`src/rtl/uart_pkg.sv`:
```
// Shared types and constants for the UART receive path.
// The PARITY state only exists when UART_RX_PARITY_EN is defined.
package uart_pkg;

    localparam int OVERSAMPLE = 16;
    localparam int MID_TICK   = 7;

`ifdef UART_RX_PARITY_EN
    typedef enum logic [2:0] {IDLE, START, DATA, PARITY, STOP, BREAK} rx_state_t;
`else
    typedef enum logic [2:0] {IDLE, START, DATA, STOP, BREAK} rx_state_t;
`endif

    function automatic int calc_div(input int clk_freq, input int baud_rate);
        int d;
        d = clk_freq / (baud_rate * OVERSAMPLE);
        return (d < 1) ? 1 : d;
    endfunction

endpackage

```
`src/rtl/sync_fifo.sv`:
```
// First-word-fall-through FIFO with wrap-bit pointers; depth must be a power of two.
module sync_fifo #(
    parameter int WIDTH = 8,
    parameter int DEPTH = 16
) (
    input  logic                     clk,
    input  logic                     rst,
    input  logic                     push,
    input  logic [WIDTH-1:0]         push_data,
    input  logic                     pop,
    output logic [WIDTH-1:0]         pop_data,
    output logic                     valid,
    output logic                     full,
    output logic [$clog2(DEPTH):0]   level
);
    localparam int AW = $clog2(DEPTH);

    logic [WIDTH-1:0] mem [DEPTH];
    logic [AW:0]      wptr;
    logic [AW:0]      rptr;
    logic             wr_en;
    logic             rd_en;

    assign valid = (wptr != rptr);
    assign full  = (wptr[AW] != rptr[AW]) && (wptr[AW-1:0] == rptr[AW-1:0]);
    assign level = wptr - rptr;

    // A push into a full FIFO only lands when the head is leaving on the same edge.
    assign rd_en = pop && valid;
    assign wr_en = push && (!full || rd_en);

    // Empty FIFO presents zero so the data output is defined straight out of reset.
    assign pop_data = valid ? mem[rptr[AW-1:0]] : '0;

    always_ff @(posedge clk or negedge rst) begin
        if (!rst) begin
            wptr <= '0;
            rptr <= '0;
        end else begin
            if (wr_en) wptr <= wptr + 1'b1;
            if (rd_en) rptr <= rptr + 1'b1;
        end
    end

    always_ff @(posedge clk) begin
        if (wr_en) mem[wptr[AW-1:0]] <= push_data;
    end

endmodule

```
`src/rtl/uart_rx_fifo.sv`:
```
// UART receiver (8N1, or 8E1 with UART_RX_PARITY_EN) feeding a valid/ready byte FIFO.
// Bit timing is 16x oversampled from a prescaler derived from clk_freq / uart_baud_rate.
module uart_rx_fifo
    import uart_pkg::*;
#(
    parameter int clk_freq       = 100000000,
    parameter int uart_baud_rate = 1152000,
    parameter int fifo_depth     = 16
) (
    input  logic                              clk,
    input  logic                              rst,
    input  logic                              uart_rxd,
    output logic [7:0]                        rx_data,
    output logic                              rx_valid,
    input  logic                              rx_ready,
    output logic                              frame_err,
    output logic                              overflow,
    input  logic                              ovf_clr,
    output logic [$clog2(fifo_depth+1)-1:0]   level
);
    localparam int DIV = calc_div(clk_freq, uart_baud_rate);
    localparam int PW  = (DIV > 1) ? $clog2(DIV) : 1;

    logic          sync1;
    logic          rxd_s;
    logic          rxd_d;
    logic [PW-1:0] presc;
    logic          tick;
    logic          start_edge;
    logic          mid_bit;
    rx_state_t     state;
    logic [3:0]    tick_cnt;
    logic [2:0]    bit_idx;
    logic [7:0]    shift;
    logic          push;
    logic [7:0]    push_data;
    logic          full;
`ifdef UART_RX_PARITY_EN
    logic          parity_bad;
`endif

    // Synchroniser idles high so a reset never looks like a start edge.
    always_ff @(posedge clk or negedge rst) begin
        if (!rst) begin
            sync1 <= 1'b1;
            rxd_s <= 1'b1;
            rxd_d <= 1'b1;
        end else begin
            sync1 <= uart_rxd;
            rxd_s <= sync1;
            rxd_d <= rxd_s;
        end
    end

    assign start_edge = (state == IDLE) && rxd_d && !rxd_s;
    assign tick       = (presc == PW'(DIV - 1));
    assign mid_bit    = tick && (tick_cnt == 4'(OVERSAMPLE - 1));

    always_ff @(posedge clk or negedge rst) begin
        if (!rst)                    presc <= '0;
        else if (start_edge || tick) presc <= '0;
        else                         presc <= presc + 1'b1;
    end

    always_ff @(posedge clk or negedge rst) begin
        if (!rst) begin
            state     <= IDLE;
            tick_cnt  <= '0;
            bit_idx   <= '0;
            shift     <= '0;
            push      <= 1'b0;
            push_data <= '0;
            frame_err <= 1'b0;
`ifdef UART_RX_PARITY_EN
            parity_bad <= 1'b0;
`endif
        end else begin
            push      <= 1'b0;
            frame_err <= 1'b0;
            case (state)
                IDLE: begin
                    if (start_edge) begin
                        state    <= START;
                        tick_cnt <= '0;
                    end
                end
                START: begin
                    if (tick) begin
                        if (tick_cnt == 4'(MID_TICK)) begin
                            tick_cnt <= '0;
                            bit_idx  <= '0;
                            state    <= rxd_s ? IDLE : DATA;
                        end else begin
                            tick_cnt <= tick_cnt + 4'd1;
                        end
                    end
                end
                DATA: begin
                    if (tick) tick_cnt <= tick_cnt + 4'd1;
                    if (mid_bit) begin
                        shift   <= {rxd_s, shift[7:1]};
                        bit_idx <= bit_idx + 3'd1;
`ifdef UART_RX_PARITY_EN
                        if (bit_idx == 3'd7) state <= PARITY;
`else
                        if (bit_idx == 3'd7) state <= STOP;
`endif
                    end
                end
`ifdef UART_RX_PARITY_EN
                PARITY: begin
                    if (tick) tick_cnt <= tick_cnt + 4'd1;
                    if (mid_bit) begin
                        parity_bad <= (rxd_s != ^shift);
                        state      <= STOP;
                    end
                end
`endif
                STOP: begin
                    if (tick) tick_cnt <= tick_cnt + 4'd1;
                    if (mid_bit) begin
                        if (rxd_s) begin
`ifdef UART_RX_PARITY_EN
                            frame_err <= parity_bad;
                            push      <= !parity_bad;
`else
                            push      <= 1'b1;
`endif
                            push_data <= shift;
                            state     <= IDLE;
                        end else begin
                            frame_err <= 1'b1;
                            state     <= BREAK;
                        end
                    end
                end
                BREAK: begin
                    if (rxd_s) state <= IDLE;
                end
                default: state <= IDLE;
            endcase
        end
    end

    // A full FIFO implies rx_valid, so rx_ready alone tells whether the head leaves.
    always_ff @(posedge clk or negedge rst) begin
        if (!rst)                             overflow <= 1'b0;
        else if (push && full && !rx_ready)   overflow <= 1'b1;
        else if (ovf_clr)                     overflow <= 1'b0;
    end

    sync_fifo #(
        .WIDTH (8),
        .DEPTH (fifo_depth)
    ) u_fifo (
        .clk       (clk),
        .rst       (rst),
        .push      (push),
        .push_data (push_data),
        .pop       (rx_ready),
        .pop_data  (rx_data),
        .valid     (rx_valid),
        .full      (full),
        .level     (level)
    );

endmodule

```
`config.mk`:
```
export PLATFORM = sky130hd
export DESIGN_NAME = uart_rx_fifo
export DESIGN_NICKNAME = d
export VERILOG_FILES = /design/src/rtl/uart_pkg.sv /design/src/rtl/sync_fifo.sv /design/src/rtl/uart_rx_fifo.sv
export SDC_FILE = /design/constraint.sdc
export NUM_CORES = 1
export LEC_CHECK = 0
export ABC_CLOCK_PERIOD_IN_PS = 2700
export BUFFER_PORTS_ARGS = -buffer_cell sky130_fd_sc_hd__clkbuf_2
export CORE_MARGIN = 1.5
export CORE_UTILIZATION = 30
export CTS_BUF_LIST = sky130_fd_sc_hd__clkbuf_4 sky130_fd_sc_hd__clkbuf_8
export DETAILED_ROUTE_END_ITERATION = 10
export SETUP_SLACK_MARGIN = 0.1
export SYNTH_ARGS = -nofsm -noshare
export SYNTH_HDL_FRONTEND = slang
export SYNTH_SLANG_ARGS = --single-unit
```
`constraint.sdc`:
```
create_clock -name clk -period 2.7 [get_ports clk]
set_clock_uncertainty 0.1 [all_clocks]
set_input_delay 0.135 -clock clk [delete_from_list [all_inputs] [get_ports clk]]
set_output_delay 0.135 -clock clk [all_outputs]
set_load 0.05 [all_outputs]
```
==> results of run 1 <==
## sequential cells by signal, indices dropped and copies added, names as in the netlist, 3 cells and up
register,cells
state,3
presc,3
tick_cnt,4
shift,8
u_fifo.wptr,5
u_fifo.mem,128
push_data,8
bit_idx,3
u_fifo.rptr,5
## layout make-up
| cell class | instances | area, sq um |
|---|---|---|
| clock inverters | 15 | 150 |
| multi-input cells | 201 | 2270 |
| clock buffers | 17 | 234 |
| inverters | 16 | 60.1 |
| repair buffers | 45 | 515 |
| flip-flops and latches | 173 | 4970 |
| well taps | 319 | 399 |
| fillers | 2225 | 14800 |
## synth_stat cells (3+ instances only)
cell type	instances
a21o_1	3
a21oi_1	12
a31oi_1	3
and2_1	13
and4_1	3
buf_2	6
clkbuf_1	9
dfrtp_1	42
dfstp_2	3
edfxtp_1	128
ha_1	14
inv_1	14
mux2_2	25
mux2i_1	8
mux4_2	32
nand2_1	11
nand3_1	4
nand4_1	5
nor2_1	13
nor3_1	4
o21ai_0	13
xnor2_1	9
xor2_1	4
## what timing repair did
item | 4_1_cts | 5_1_grt
endpoints found under the setup margin | 9 | 47
gates cloned | 2 | 1
buffers inserted | 4 | 0
gates resized for setup | 38 | 3
hold buffers | 5 | 0
endpoints found under the hold margin | 45 | 0
pin swaps | 1 | 1
## critical path: cells and delay by family (launching register included)
kind,cells,cell delay [ns]
AOI/OAI and AO/OA,2,0.22
buffers and inverters,2,0.35
DFF,1,0.49
muxes,2,0.84
## cell families after synthesis
logic type | Yosys count | synth area share [%]
DFF | 173 | 69.6
muxes | 65 | 15.1
and+or+nand+nor | 63 | 4.90
AOI/OAI and AO/OA | 45 | 4.01
buffers and inverters | 34 | 2.05
adders and majority gates | 15 | 2.73
xor gates and xnor gates | 13 | 1.59
## stage by stage
step | power [uW] | instances
finish | 8530 | 786
global route | 8900 | 786
CTS | 8570 | 785
detailed placement | 6360 | 742
global placement | 6310 | 742
floorplan | 5240 | 408
## worst max-delay path by stage
| stage | slack (ns) | start | end | cells after the start |
|---|---|---|---|---|
| after floorplan | 0.15 | u_fifo.rptr[3]$_DFFE_PN0P_ | u_fifo.mem[11][0]$_DFFE_PP_ | 8 |
| after global placement | 0.30 | u_fifo.rptr[0]$_DFFE_PN0P_ | rx_data[5] | 6 |
| after detailed placement | 0.21 | u_fifo.wptr[0]$_DFFE_PN0P_ | u_fifo.mem[7][3]$_DFFE_PP_ | 6 |
| after CTS | 0.06 | u_fifo.rptr[0]$_DFFE_PN0P_ | rx_data[0] | 6 |
| after global routing | 0.02 | u_fifo.rptr[0]$_DFFE_PN0P_ | rx_data[7] | 6 |
| final | 0.11 | u_fifo.rptr[0]$_DFFE_PN0P_ | rx_data[2] | 6 |
## metal layers
| metal | wire length, um | GRT usage, % | vias up |
|---|---|---|---|
| met5 | 0 | 0 | - |
| met4 | 89 | 4.04 | 0 |
| met3 | 712 | 2.97 | 8 |
| met2 | 6920 | 19.5 | 98 |
| met1 | 6870 | 17.5 | 1917 |
| li1 | - | - | 1689 |
## power breakdown
| group | leakage (uW) | internal [uW] | switching, uW |
|---|---|---|---|
| combinational | 0.00113 | 1740 | 2000 |
| sequential | 0.00171 | 2920 | 113 |
| clock | 0.000195 | 761 | 996 |
==> summary.md, run 1 <==
| Metric | Value |
|---|---|
| WHS Path Cells | `2` |
| # diodes | `0` |
| Clock sinks | `173` |
| Slew Viols, Final | `0` |
| Finish-stage setup viols | `0` |
| PortBufs | `20` |
| Most used DFF post-synth | `edfxtp_1` |
| First-pass GRT wire length | `22.6 mm` |
| Iteration-0 DRC Markers | `292` |
| Syn-to-layout area delta | `20.4%` |
| Hold Crit Class | `primary input to flop` |
| TritonCTS clock tree | `yes` |
| Yosys top cell area share | `53.8%` |
| Min cycle time layout | `2.59 ns` |
| Final Util | `36.8%` |
| Post-synth ARST share | `26.0%` |
| Setup ws final | `0.108 ns` |
| CTS Buf Count | `17` |
| Most frequent cells in the layout | `edfxtp_1, dfrtp_1, mux4_2` |
| DP Area | `7900 sq um` |
| Total Routing Usage GR | `12.6%` |
| Syn nets | `428` |
| Gr ovfl total | `0` |
| Crit Reg-Reg Startpoint | `u_fifo.rptr[2]$_DFFE_PN0P_` |
| CP Cell Sequence | `buf_12 > mux4_2 > mux2_2 > o21ai_2 > a21oi_4 > buf_12` |
| Post-synthesis sequential area ratio | `69.6%` |
| Slowest Stage Delay on Critical Path | `0.55 ns` |
| Core Region | `23,400 sq um` |
| Max_cap viols | `0` |
| PD cells | `990 nW/um^2` |
| Fin crit share | `96.0%` |
| Post-DR vias/cell | `4.72` |
| Outcome | `completed` |
| Clock transition at path regs | `0.09 ns` |
| Hold EP | `sync1$_DFF_PN1_` |
| Hold Startpoint | `uart_rxd` |
| Starting Density | `30.5%` |
| Routed WL per cell | `18.6 um` |
| Cells after Synth | `408` |
| Required time worst endpoint | `2.47 ns` |
| Total number of vias | `3,712` |
| CP dominant cell by count | `buf_12` |
| Unrepaired setup endpoints after global routing | `yes` |
| Rows | `56` |
| R2r setup slk | `0.27 ns` |
| WS Path Type | `flop to output port` |
| Synth cell types | `46` |
| Number of flops mapped to enable cells by yosys | `128` |
| Final GP Congestion | `0.797` |
| Worst-path maximum fanout | `9` |
| Worst r2r dst | `u_fifo.mem[7][7]$_DFFE_PP_` |
| Clock H-tree levels | `4` |
| Root Buffer | `clkbuf_8` |
| DRT Pass-1 Iters | `5` |
| Vias in the first global route | `3,764` |
| Main area contributors after synthesis | `edfxtp_1, dfrtp_1, mux4_2` |
| Final TNS setup | `0 ns` |
| Num ports | `21` |
| Worst R2R Path Depth | `6` |
| Final net count | `474` |
| Slew HR | `24.2%` |
| Post-synth design cell area | `7150 sq um` |
| Worst Path Arrival | `2.36 ns` |
| Yosys warnings | `0` |
| #FFs+latches synth | `173` |
| Leak | `0.00304 uW` |
| Most common cell after layout, fill and taps aside | `edfxtp_1` |
| Area leader, netlist | `edfxtp_1` |
| Largest net degree at the start of global routing | `46` |
| Routed Antenna Nets | `0` |
| Post-route DRC | `0` |
| Dpl ws | `0.206 ns` |
| Die height | `157 um` |
| Clk_lat worst skew | `0.45 ns` |
| Endpoint class of the critical path | `output port` |
| Layout cell share with drive strength beyond 1 | `36.2%` |
| Max Fclk | `386 MHz` |
| Longest Clk Path Bufs | `2` |
| Fin. Hold Viols | `0` |
| Startpoint Class | `flop` |
| Die area | `24,800 sq um` |
| Slew @ Worst Pin | `1.14 ns` |
| Finished Cell Area | `8610 sq um` |
| Drt total wl | `14.6 mm` |
| Worst hold slack | `0.212 ns` |
| Critical-path top delay cell | `mux4_2` |
| Die Span X | `157 um` |
| Worst VDD drop | `1010 uV` |
| HPWL after DPL | `9.50 mm` |
| Initial antenna violation count | `0` |
| Syn_area_per_cell | `17.5 sq um` |
Note: power is estimated with default switching activity, not from simulation.
==> run 2, diff against run 1 <==
--- a/config.mk
+++ b/config.mk
@@ -6,11 +6,11 @@
 export NUM_CORES = 1
 export LEC_CHECK = 0
 export ABC_CLOCK_PERIOD_IN_PS = 2700
-export BUFFER_PORTS_ARGS = -buffer_cell sky130_fd_sc_hd__clkbuf_2
 export CORE_MARGIN = 1.5
 export CORE_UTILIZATION = 30
 export CTS_BUF_LIST = sky130_fd_sc_hd__clkbuf_4 sky130_fd_sc_hd__clkbuf_8
 export DETAILED_ROUTE_END_ITERATION = 10
+export DONT_BUFFER_PORTS = 1
 export SETUP_SLACK_MARGIN = 0.1
 export SYNTH_ARGS = -nofsm -noshare
 export SYNTH_HDL_FRONTEND = slang
==> run 2 against run 1 <==
First-iteration DRC count down 25%. Cell count down 1.0%. Sequential share of layout area down 0.47 points. Sequential power about the same. Clock-buffer cell count unchanged.
==> summary.md, run 2 (synthesis gave the netlist of run 1 again) <==
| Metric | Value |
|---|---|
| Outcome | `completed` |
| Die height | `157 um (unchanged)` |
| Root Buffer | `clkbuf_8` |
| Routed Antenna Nets | `0 (unchanged)` |
| Sw frac | `35.8% (-0.60 points)` |
| Fin crit share | `97.2% (+1.1 points)` |
| Most frequent cells in the layout | `edfxtp_1, dfrtp_1, mux4_2` |
| Unrepaired setup endpoints after global routing | `yes` |
| Slew HR | `49.0% (+25 points)` |
| Final GP Congestion | `0.805 (+0.94%)` |
| Post-route DRC | `0 (unchanged)` |
| DRT Pass-1 Iters | `4 (-1)` |
| Final net count | `466 (-1.7%)` |
| Clock Power Share | `21.9% (+1.3 points)` |
| CP Buf/Inv Count | `3 (+1)` |
| Leak | `0.00308 uW (+1.4%)` |
| Die area | `24,800 sq um (unchanged)` |
| TritonCTS clock tree | `yes` |
| Clock H-tree levels | `4 (unchanged)` |
| Most common cell after layout, fill and taps aside | `edfxtp_1` |
| Worst VDD drop | `969 uV (-3.9%)` |
| Slew @ Worst Pin | `0.762 ns (-0.375 ns)` |
| Layout cell share with drive strength beyond 1 | `37.3% (+1.1 points)` |
| Cell depth of the worst setup path | `7 (+1)` |
| CP Cell Sequence | `buf_12 > buf_16 > mux4_2 > mux2_4 > o21ai_2 > a21oi_4 > buf_12` |
| Drt total wl | `14.0 mm (-3.8%)` |
| Longest Clk Path Bufs | `2 (unchanged)` |
| Final total power | `8720 uW (+2.3%)` |
| R2r setup slk | `0.24 ns (-0.03 ns)` |
| Min cycle time layout | `2.62 ns (+0.0309 ns)` |
| Finished Cell Area | `8680 sq um (+0.81%)` |
| Crit-path leading delay family | `multiplexers` |
| Finish-stage setup viols | `0 (unchanged)` |
| Vias in the first global route | `3,759 (-0.13%)` |
| Total Routing Usage GR | `12.0% (-0.59 points)` |
| Clock sinks | `173 (unchanged)` |
| Largest net degree at the start of global routing | `46 (unchanged)` |
| Critical-path top delay cell | `mux4_2` |
| Die Span X | `157 um (unchanged)` |
| Max reg flops | `128 (unchanged)` |
| # diodes | `0 (unchanged)` |
| Clk_lat worst skew | `0.46 ns (about the same)` |
| Max_cap viols | `0 (unchanged)` |
| Starting Density | `30.5% (unchanged)` |
| Iteration-0 DRC Markers | `218 (-25%)` |
| HPWL after DPL | `8.93 mm (-5.9%)` |
| Required time worst endpoint | `2.47 ns (about the same)` |
| Total number of vias | `3,676 (-0.97%)` |
| First-pass GRT wire length | `21.6 mm (-4.7%)` |
| Core Region | `23,400 sq um (unchanged)` |
| Register share of total power | `34.7% (-0.8 points)` |
| Psw | `3130 uW (+0.65%)` |
| Fin. Hold Viols | `0 (unchanged)` |
| Hold Crit Class | `primary input to asynchronous set/reset pin` |
| Gr ovfl total | `0 (unchanged)` |
| Worst r2r dst | `u_fifo.mem[12][5]$_DFFE_PP_` |
| Internal power | `5600 uW (+3.3%)` |
| CTS Buf Count | `17 (unchanged)` |
| Worst Path Arrival | `2.39 ns (+0.03 ns)` |
| Slowest Stage Delay on Critical Path | `0.50 ns (-0.05 ns)` |
| Initial antenna violation count | `0 (unchanged)` |
| Startpoint Class | `flop` |
| Worst-path maximum fanout | `5 (-4)` |
| WS Path Type | `flop to output port` |
| Endpoint class of the critical path | `output port` |
| Syn-to-layout area delta | `21.4%` |
| Clock transition at path regs | `0.10 ns (about the same)` |
| Crit Reg-Reg Startpoint | `u_fifo.rptr[0]$_DFFE_PN0P_` |
| PortBufs | `0 (-100%)` |
| Worst R2R Path Depth | `6 (unchanged)` |
| Routed WL per cell | `18.0 um (-2.8%)` |
| Post-DR vias/cell | `4.72 (about the same)` |
| Rows | `56 (unchanged)` |
| DP Area | `7870 sq um (-0.38%)` |
| PD cells | `1010 nW/um^2 (+1.5%)` |
| Max Fclk | `381 MHz (-1.2%)` |
| Combinational share of power | `43.5% (-0.3 points)` |
| CP dominant cell by count | `buf_12` |
| Slew Viols, Final | `0 (unchanged)` |
| Num ports | `21 (unchanged)` |
-- run 2: worst max path at each step --
| stage | startpoint | to |
|---|---|---|
| 6_report | u_fifo.rptr[0]$_DFFE_PN0P_ | rx_data[0] |
| 3_3_place_gp | u_fifo.wptr[0]$_DFFE_PN0P_ | u_fifo.mem[6][6]$_DFFE_PP_ |
| 3_5_place_dp | u_fifo.wptr[0]$_DFFE_PN0P_ | u_fifo.mem[7][7]$_DFFE_PP_ |
| 4_1_cts | u_fifo.rptr[0]$_DFFE_PN0P_ | rx_data[1] |
| 2_1_floorplan | u_fifo.rptr[3]$_DFFE_PN0P_ | u_fifo.mem[11][0]$_DFFE_PP_ |
| 5_1_grt | u_fifo.rptr[0]$_DFFE_PN0P_ | rx_data[4] |
-- run 2: timing repair --
| item | 4_1_cts | 5_1_grt |
|---|---|---|
| hold endpoints to repair | 55 | 0 |
| hold buffers | 6 | 0 |
| gates resized for setup | 34 | 21 |
| pin swaps | 1 | 4 |
| endpoints found under the setup margin | 8 | 105 |
| cloned | 2 | 1 |
| buffers inserted | 3 | 0 |
-- run 2: metrics by stage --
step / instances / utilization, % / hold slack [ns] / worst slack [ns] / TNS (ns)
6_report: 778 / 37.1 / 0.0450 / 0.0769 / 0
5_1_grt: 778 / 37.1 / 0.0572 / -0.0125 / -0.0146
4_1_cts: 777 / 36.8 / 0.0524 / 0.0422 / 0
3_5_place_dp: 734 / 33.6 / -0.258 / 0.233 / 0
3_3_place_gp: 734 / 33.6 / -0.259 / 0.307 / 0
2_1_floorplan: 408 / - / -0.261 / 0.146 / 0
-- run 2: layout make-up --
cell class	count	area (sq um)
fillers	2156	14700
flip-flops and latches	173	4970
multi-input cells	201	2310
repair buffers	37	505
well taps	319	399
clock buffers	17	234
clock inverters	15	196
inverters	16	60.1
-- run 2: metal layers --
layer / global-route usage, % / share of wire (%) / up-vias
met1: 15.9 / 44 / 1890
li1: - / - / 1672
met2: 18.5 / 47 / 96
met5: 0 / 0 / -
met4: 5.35 / 2.4 / 0
met3: 3.19 / 6.0 / 18
-- run 2: power groups by stage --
stage	clock (uW)	combinational [uW]	sequential, uW
after floorplan	0	2200	3030
after CTS	1950	3720	3020
final	1910	3790	3020
after detailed placement	0	3250	3070
after global routing	2050	4020	3040
after global placement	0	3220	3070
